$ cat config.mk
export PLATFORM = sky130hd
export DESIGN_NAME = instruction_assembler_fifo_flat
export DESIGN_NICKNAME = d
export VERILOG_FILES = /design/src/rtl/instruction_assembler_fifo_if.sv /design/src/rtl/instruction_assembler_fifo.sv /design/src/flat_wrapper.sv
export SDC_FILE = /design/constraint.sdc
export NUM_CORES = 1
export LEC_CHECK = 0
export ABC_AREA = 1
export CAP_MARGIN = 0
export CORE_MARGIN = 4
export CORE_UTILIZATION = 51
export DETAILED_ROUTE_END_ITERATION = 8
export PLACE_DENSITY = 0.71
export SLEW_MARGIN = 25
export SYNTH_ARGS = -nofsm -noshare
export SYNTH_HDL_FRONTEND = slang
export SYNTH_SLANG_ARGS = --single-unit
export TNS_END_PERCENT = 10
$ cat constraint.sdc
create_clock -name i_clk -period 1.9 [get_ports i_clk]
set_input_delay 0.38 -clock i_clk [delete_from_list [all_inputs] [get_ports i_clk]]
set_output_delay 0.38 -clock i_clk [all_outputs]
set_load 0.02 [all_outputs]
$ cat src/rtl/instruction_assembler_fifo_if.sv
// Instruction assembler bus bundle.
// Groups the byte-capture side, the decode-side valid/ready handshake and
// the status outputs. The design sits on the slave modport; the byte
// source / decode model drives through the master modport.
// Optional parity signals exist only when INSTRLATCH_PARITY_EN is defined.

interface instruction_assembler_fifo_if #(
  parameter int DATA_WIDTH      = 8,
  parameter int BYTES_PER_INSTR = 2,
  parameter int DEPTH           = 4
);

  localparam int WORD_W = DATA_WIDTH * BYTES_PER_INSTR;
  localparam int IDX_W  = (BYTES_PER_INSTR > 1) ? $clog2(BYTES_PER_INSTR) : 1;
  localparam int CNT_W  = $clog2(DEPTH + 1);

  logic                  i_capturebyte;
  logic [DATA_WIDTH-1:0] i_data;
  logic                  i_flush;
  logic                  o_capture_ready;
  logic [IDX_W-1:0]      o_byte_index;
  logic                  o_instr_valid;
  logic                  i_instr_ready;
  logic [WORD_W-1:0]     o_instr;
  logic [CNT_W-1:0]      o_count;
  logic                  o_overflow;
`ifdef INSTRLATCH_PARITY_EN
  logic                  i_parity;
  logic                  o_parity_err;
`endif

  // Byte source and decode stage view
  modport master (
    output i_capturebyte,
    output i_data,
    output i_flush,
    output i_instr_ready,
`ifdef INSTRLATCH_PARITY_EN
    output i_parity,
    input  o_parity_err,
`endif
    input  o_capture_ready,
    input  o_byte_index,
    input  o_instr_valid,
    input  o_instr,
    input  o_count,
    input  o_overflow
  );

  // Assembler view
  modport slave (
    input  i_capturebyte,
    input  i_data,
    input  i_flush,
    input  i_instr_ready,
`ifdef INSTRLATCH_PARITY_EN
    input  i_parity,
    output o_parity_err,
`endif
    output o_capture_ready,
    output o_byte_index,
    output o_instr_valid,
    output o_instr,
    output o_count,
    output o_overflow
  );

endinterface

$ cat src/rtl/instruction_assembler_fifo.sv
// Instruction assembler with show-ahead output FIFO.
// Collects BYTES_PER_INSTR byte-serial units (little-endian, byte 0 in the
// low bits) into one instruction word and queues finished words in a
// DEPTH-entry FIFO drained by the decode stage over valid/ready.
// Optional feature macro: INSTRLATCH_PARITY_EN (odd parity check per byte;
// a bad byte discards the partial word and pulses o_parity_err).

module instruction_assembler_fifo #(
  parameter int DATA_WIDTH      = 8,
  parameter int BYTES_PER_INSTR = 2,
  parameter int DEPTH           = 4
) (
  input logic                   i_clk,
  input logic                   i_reset,
  instruction_assembler_fifo_if.slave bus
);

  localparam int WORD_W = DATA_WIDTH * BYTES_PER_INSTR;
  localparam int IDX_W  = (BYTES_PER_INSTR > 1) ? $clog2(BYTES_PER_INSTR) : 1;
  localparam int CNT_W  = $clog2(DEPTH + 1);
  localparam int PTR_W  = $clog2(DEPTH);

  localparam logic [IDX_W-1:0] LAST_IDX  = IDX_W'(BYTES_PER_INSTR - 1);
  localparam logic [CNT_W-1:0] FULL_CNT  = CNT_W'(DEPTH);

  typedef enum logic {
    IDLE,
    COLLECT
  } asm_state_e;

  asm_state_e        state_q, state_d;
  logic [IDX_W-1:0]  index_q, index_d;
  logic [WORD_W-1:0] stage_q;
  logic [WORD_W-1:0] word_next;

  logic [WORD_W-1:0] mem [DEPTH];
  logic [PTR_W-1:0]  wr_ptr_q, rd_ptr_q;
  logic [CNT_W-1:0]  count_q;
  logic              overflow_q;

  logic full, empty, last_slot, capture_ready;
  logic accept, parity_bad, push, pop, refused;

`ifdef INSTRLATCH_PARITY_EN
  logic parity_err_q;
  // Odd parity: data plus parity bit must hold an odd number of ones
  assign parity_bad = ~^{bus.i_data, bus.i_parity};
`else
  assign parity_bad = 1'b0;
`endif

  assign full          = (count_q == FULL_CNT);
  assign empty         = (count_q == '0);
  assign last_slot     = (index_q == LAST_IDX);
  // Only the word-completing byte needs FIFO room; a pop in the same cycle
  // does not free space early
  assign capture_ready = !(full && last_slot);

  // Flush wins over everything offered in the same cycle
  assign accept  = bus.i_capturebyte && capture_ready && !bus.i_flush;
  assign refused = bus.i_capturebyte && !capture_ready && !bus.i_flush;
  assign push    = accept && !parity_bad && last_slot;
  assign pop     = !empty && bus.i_instr_ready && !bus.i_flush;

  // Staging word with the offered byte dropped into the current slot
  always_comb begin
    word_next = stage_q;
    for (int s = 0; s < BYTES_PER_INSTR; s++) begin
      if (index_q == IDX_W'(s)) begin
        word_next[s*DATA_WIDTH +: DATA_WIDTH] = bus.i_data;
      end
    end
  end

  // Assembly state and slot index registers
  always_ff @(posedge i_clk or posedge i_reset) begin
    if (i_reset) begin
      state_q <= IDLE;
      index_q <= '0;
    end else begin
      state_q <= state_d;
      index_q <= index_d;
    end
  end

  // Next slot: advance on each good byte, wrap after the last slot or on a parity error
  always_comb begin
    state_d = state_q;
    index_d = index_q;
    if (bus.i_flush) begin
      state_d = IDLE;
      index_d = '0;
    end else if (accept) begin
      if (parity_bad || last_slot) begin
        state_d = IDLE;
        index_d = '0;
      end else begin
        state_d = COLLECT;
        index_d = index_q + IDX_W'(1);
      end
    end
  end

  // Capture accepted bytes into the staging word
  always_ff @(posedge i_clk or posedge i_reset) begin
    if (i_reset) begin
      stage_q <= '0;
    end else if (accept && !parity_bad) begin
      stage_q <= word_next;
    end
  end

  // FIFO storage; contents need no reset because empty reads are masked to zero
  always_ff @(posedge i_clk) begin
    if (push) begin
      mem[wr_ptr_q] <= word_next;
    end
  end

  // FIFO pointers and occupancy
  always_ff @(posedge i_clk or posedge i_reset) begin
    if (i_reset) begin
      wr_ptr_q <= '0;
      rd_ptr_q <= '0;
      count_q  <= '0;
    end else if (bus.i_flush) begin
      wr_ptr_q <= '0;
      rd_ptr_q <= '0;
      count_q  <= '0;
    end else begin
      if (push) begin
        wr_ptr_q <= wr_ptr_q + PTR_W'(1);
      end
      if (pop) begin
        rd_ptr_q <= rd_ptr_q + PTR_W'(1);
      end
      case ({push, pop})
        2'b10:   count_q <= count_q + CNT_W'(1);
        2'b01:   count_q <= count_q - CNT_W'(1);
        default: count_q <= count_q;
      endcase
    end
  end

  // Sticky overflow: set by a refused byte, cleared only by flush or reset
  always_ff @(posedge i_clk or posedge i_reset) begin
    if (i_reset) begin
      overflow_q <= 1'b0;
    end else if (bus.i_flush) begin
      overflow_q <= 1'b0;
    end else if (refused) begin
      overflow_q <= 1'b1;
    end
  end

`ifdef INSTRLATCH_PARITY_EN
  // One-cycle pulse for each accepted byte that failed parity
  always_ff @(posedge i_clk or posedge i_reset) begin
    if (i_reset) begin
      parity_err_q <= 1'b0;
    end else begin
      parity_err_q <= accept && parity_bad;
    end
  end

  assign bus.o_parity_err = parity_err_q;
`endif

  assign bus.o_capture_ready = capture_ready;
  assign bus.o_byte_index    = index_q;
  assign bus.o_instr_valid   = !empty;
  assign bus.o_instr         = empty ? '0 : mem[rd_ptr_q];
  assign bus.o_count         = count_q;
  assign bus.o_overflow      = overflow_q;

endmodule

$ cat src/flat_wrapper.sv
// flat-port wrapper written by rule: the top's interface ports become plain ports
module instruction_assembler_fifo_flat 
#(
  parameter int DATA_WIDTH      = 8,
  parameter int BYTES_PER_INSTR = 2,
  parameter int DEPTH           = 4
)
  (i_clk, i_reset, bus_i_capturebyte, bus_i_data, bus_i_flush, bus_i_instr_ready, bus_o_capture_ready, bus_o_byte_index, bus_o_instr_valid, bus_o_instr, bus_o_count, bus_o_overflow);
  instruction_assembler_fifo_if #(.DATA_WIDTH(DATA_WIDTH), .BYTES_PER_INSTR(BYTES_PER_INSTR), .DEPTH(DEPTH)) bus_i ();
  input logic i_clk;
  input logic i_reset;
  input wire logic [$bits(bus_i.i_capturebyte)-1:0] bus_i_capturebyte;
  input wire logic [$bits(bus_i.i_data)-1:0] bus_i_data;
  input wire logic [$bits(bus_i.i_flush)-1:0] bus_i_flush;
  input wire logic [$bits(bus_i.i_instr_ready)-1:0] bus_i_instr_ready;
  output wire logic [$bits(bus_i.o_capture_ready)-1:0] bus_o_capture_ready;
  output wire logic [$bits(bus_i.o_byte_index)-1:0] bus_o_byte_index;
  output wire logic [$bits(bus_i.o_instr_valid)-1:0] bus_o_instr_valid;
  output wire logic [$bits(bus_i.o_instr)-1:0] bus_o_instr;
  output wire logic [$bits(bus_i.o_count)-1:0] bus_o_count;
  output wire logic [$bits(bus_i.o_overflow)-1:0] bus_o_overflow;
  assign bus_i.i_capturebyte = bus_i_capturebyte;
  assign bus_i.i_data = bus_i_data;
  assign bus_i.i_flush = bus_i_flush;
  assign bus_i.i_instr_ready = bus_i_instr_ready;
  assign bus_o_capture_ready = bus_i.o_capture_ready;
  assign bus_o_byte_index = bus_i.o_byte_index;
  assign bus_o_instr_valid = bus_i.o_instr_valid;
  assign bus_o_instr = bus_i.o_instr;
  assign bus_o_count = bus_i.o_count;
  assign bus_o_overflow = bus_i.o_overflow;
  instruction_assembler_fifo #(.DATA_WIDTH(DATA_WIDTH), .BYTES_PER_INSTR(BYTES_PER_INSTR), .DEPTH(DEPTH)) u_core (.i_clk(i_clk), .i_reset(i_reset), .bus(bus_i));
endmodule
==> key figures <==
Outcome
  – Status: complete, but fails checks
  – Failing checks: negative setup slack

STA
  – Setup violators final: 17
  – Final critical-path share of the clock period: 105.9%
  – Final Hold Vio Count: 0
  – Slew margin rel.: 46.58%
  – Achievable Freq: 497.2 MHz
  – Clk_skew: 7.040 ps
  – RSZ-0062 raised after global routing: yes
  – Max-slew violations: 0
  – Worst Tran Pin Value: 793.0 ps
  – Final min period: 2011 ps
  – Setup WS post-layout: -111.3 ps

Layout
  – Area Growth Syn to Fin: 28.67%
  – Final core occ: 68.07%
  – Layout cell share with drive strength beyond 1: 22.10%
  – Final #Nets: 452
  – # diodes: 0

Logic synthesis
  – Largest cells by area after synthesis: edfxtp_1, dfrtp_1, nor2_1
  – Post-synth cell types: 23
  – Count leader, synth: nor2_1
  – Synth Register Bits: 89
  – Synth Instances: 369
  – Netlist Area Pre-Place: 3857 um^2
  – Syn nets: 387
  – Synth cell count leaders: nor2_1, edfxtp_1, o21ai_0
  – Yosys warnings: 0
  – Async S/R FF share, synth: 28.09%
  – Post-synthesis sequential area ratio: 66.04%
  – Largest area contributor in the netlist: edfxtp_1
  – Number of flops mapped to enable cells by yosys: 64
  – Prevailing post-synth register cell: edfxtp_1
  – Syn Area/Cell: 10.45 um^2
  – Share of the synthesized area in the top cell type: 49.82%

Flow run
  – MaxCap Viol Count: 0

Drt
  – Total Wirelength: 8.745 mm
  – DR iter-0 viols: 190
  – Routed Antenna Nets: 0
  – Via density: 5.169
  – Router iterations before antenna repair: 4
  – DRC: 0
  – Avg WL per Cell: 16.25 um
  – Detailed-route via count: 2781

Critical path
  – Crit. End Element: primary output
  – Crit start category: flop
  – Worst Path Max Fanout: 6
  – CP arrival: 1630 ps
  – Required time worst endpoint: 1520 ps
  – CP Class: reg2out

Clock network
  – Root buffer cell: clkbuf_8
  – H-tree depth: 3
  – TritonCTS buffer count: 9
  – Clock Path Buffers: 2
  – Clock sinks: 89
  – Skew-Pair Late Insertion Delay: 350 ps
  – CTS tree: done
  – CTS Hold Bufs: 0
  – Clock-pin slew on the worst setup and hold paths: 90 ps

Floorplanning
  – Row Count: 31
  – Die height: 94.97 um
  – Core Region: 7292 um^2
  – Die X: 94.97 um
  – Die ar.: 9019 um^2
  – Initial Util: 52.90%
  – # IOs: 36

Power and ir drop
  – Lkg Pwr: 2.002 nW
  – Internal: 4.382 mW
  – Sw Ratio: 33.79%
  – VDD IR-drop max: 872.5 uV
  – Switch Pwr: 2.236 mW
  – Comb power frac: 41.0%
  – Flop pwr share: 35.8%
  – Clock power frac: 23.3%
  – Cell Pwr Density: 1334 nW/um^2

Place
  – Placer Congestion: 0.8173
  – Dpl hpwl: 5.350 mm
  – Worst slack at placement: -301.9 ps
  – Port bufs: 35

Global routing
  – Pin count of the biggest net entering global routing: 34
  – GRT Total Usage: 19.97%
  – Overflow after GRT: 0
  – Vias in the first global route: 2760
  – Initial antenna violation count: 0
  – First-pass GRT wire length: 13.31 mm

Worst hold path
  – Hold Crit Class: in2async
-- cell families after synthesis --
family,synth area share [%]
AOI/OAI and AO/OA,11.39
and+or+nand+nor,14.40
buffers and inverters,6.130
xor gates and xnor gates,0.2271
DFF,66.04
adders and majority gates,1.816
-- worst paths after layout --
path                                                   startpoint                           endpoint  slack [ps]  cells past startpoint
worst max-delay path               u_core.rd_ptr_q[0]$_DFFE_PP0P_                     bus_o_instr[5]        -110                      7
worst min-delay path                                      i_reset     u_core.rd_ptr_q[1]$_DFFE_PP0P_         390                      3
worst max register to register  u_core.bus.o_count[0]$_DFFE_PP0P_  u_core.bus.o_count[2]$_DFFE_PP0P_         -10                     14
worst min register to register      u_core.stage_q[0]$_DFFE_PP0N_      u_core.stage_q[0]$_DFFE_PP0N_         520                      2
max in group asynchronous                                 i_reset  u_core.bus.o_count[0]$_DFFE_PP0P_        1240                      3
min in group i_clk                  u_core.stage_q[0]$_DFFE_PP0N_      u_core.stage_q[0]$_DFFE_PP0N_         520                      2
-- per-layer routing --
metal  global-route usage, %  vias up  part of all wire (%)
met5                       0        -                     0
met1                   25.64     1336                    41
li1                        -     1366                     -
met3                   3.426        7                   5.9
met2                   33.94       72                    52
met4                   7.572        0                  0.86
-- flip-flops by register name, summed over array words and instances (netlist names) --
signal / cells
u_core.mem: 64
u_core.rd_ptr_q: 2
u_core.stage_q: 16
u_core.bus.o_overflow: 1
u_core.bus.o_byte_index: 1
u_core.bus.o_count: 3
u_core.wr_ptr_q: 2
-- metrics by stage --
stage	hold WS (ps)	instance area, um^2	power (mW)	cells	TNS [ps]
6_report	390.1	4964	6.619	538	-827.3
5_1_grt	437.2	4964	6.967	538	-2573
4_1_cts	388.3	4760	6.300	530	-654.1
3_5_place_dp	509.0	4547	4.869	514	-6079
3_3_place_gp	498.3	4547	4.800	514	-3088
2_1_floorplan	407.3	3864	3.694	369	-10160
-- final cells by class --
type                            instances  area [um^2]
Sequential cell                        89         2550
Clock inverter                          5        102.6
Fill cell                             576         2328
Clock buffer                           11        141.4
Timing Repair Buffer                   71        782.0
Inverter                               36        145.1
Multi-Input combinational cell        227         1119
Tap cell                               99        123.9
-- power by group through the flow --
stage	Sequential, mW	Clock (mW)	Combinational [mW]
floorplan	2.45	0	1.24
global placement	2.40	0	2.39
detailed placement	2.41	0	2.46
CTS	2.38	1.57	2.35
global route	2.39	1.64	2.94
finish	2.37	1.54	2.71
-- worst max-delay path: stages (launching register included) --
cell and delay (ps):
dfrtp_2 430, buf_4 150, buf_12 130, nor2_1 130
nor2_1 70, o21ai_1 100, a21oi_1 100, buf_4 160
-- timing repair --
| action | 4_1_cts | 5_1_grt |
|---|---|---|
| pin swaps | 5 | 14 |
| gates resized for setup | 84 | 44 |
| gates cloned | 0 | 6 |
| setup endpoints to repair | 21 | 18 |
| buffers inserted | 0 | 2 |
-- cell usage in the layout (no fill, tap or decap), drive strengths merged, types with 3 or more instances in the layout --
cell type,count
a21oi,19
buf,48
bufinv,3
clkbuf,16
clkdlybuf4s50,15
dfrtp,25
dlygate4sd2,3
edfxtp,64
ha,4
inv,37
nand2,53
nand3,8
nor2,73
o21ai,67
Power figures use the tool's default switching activity.
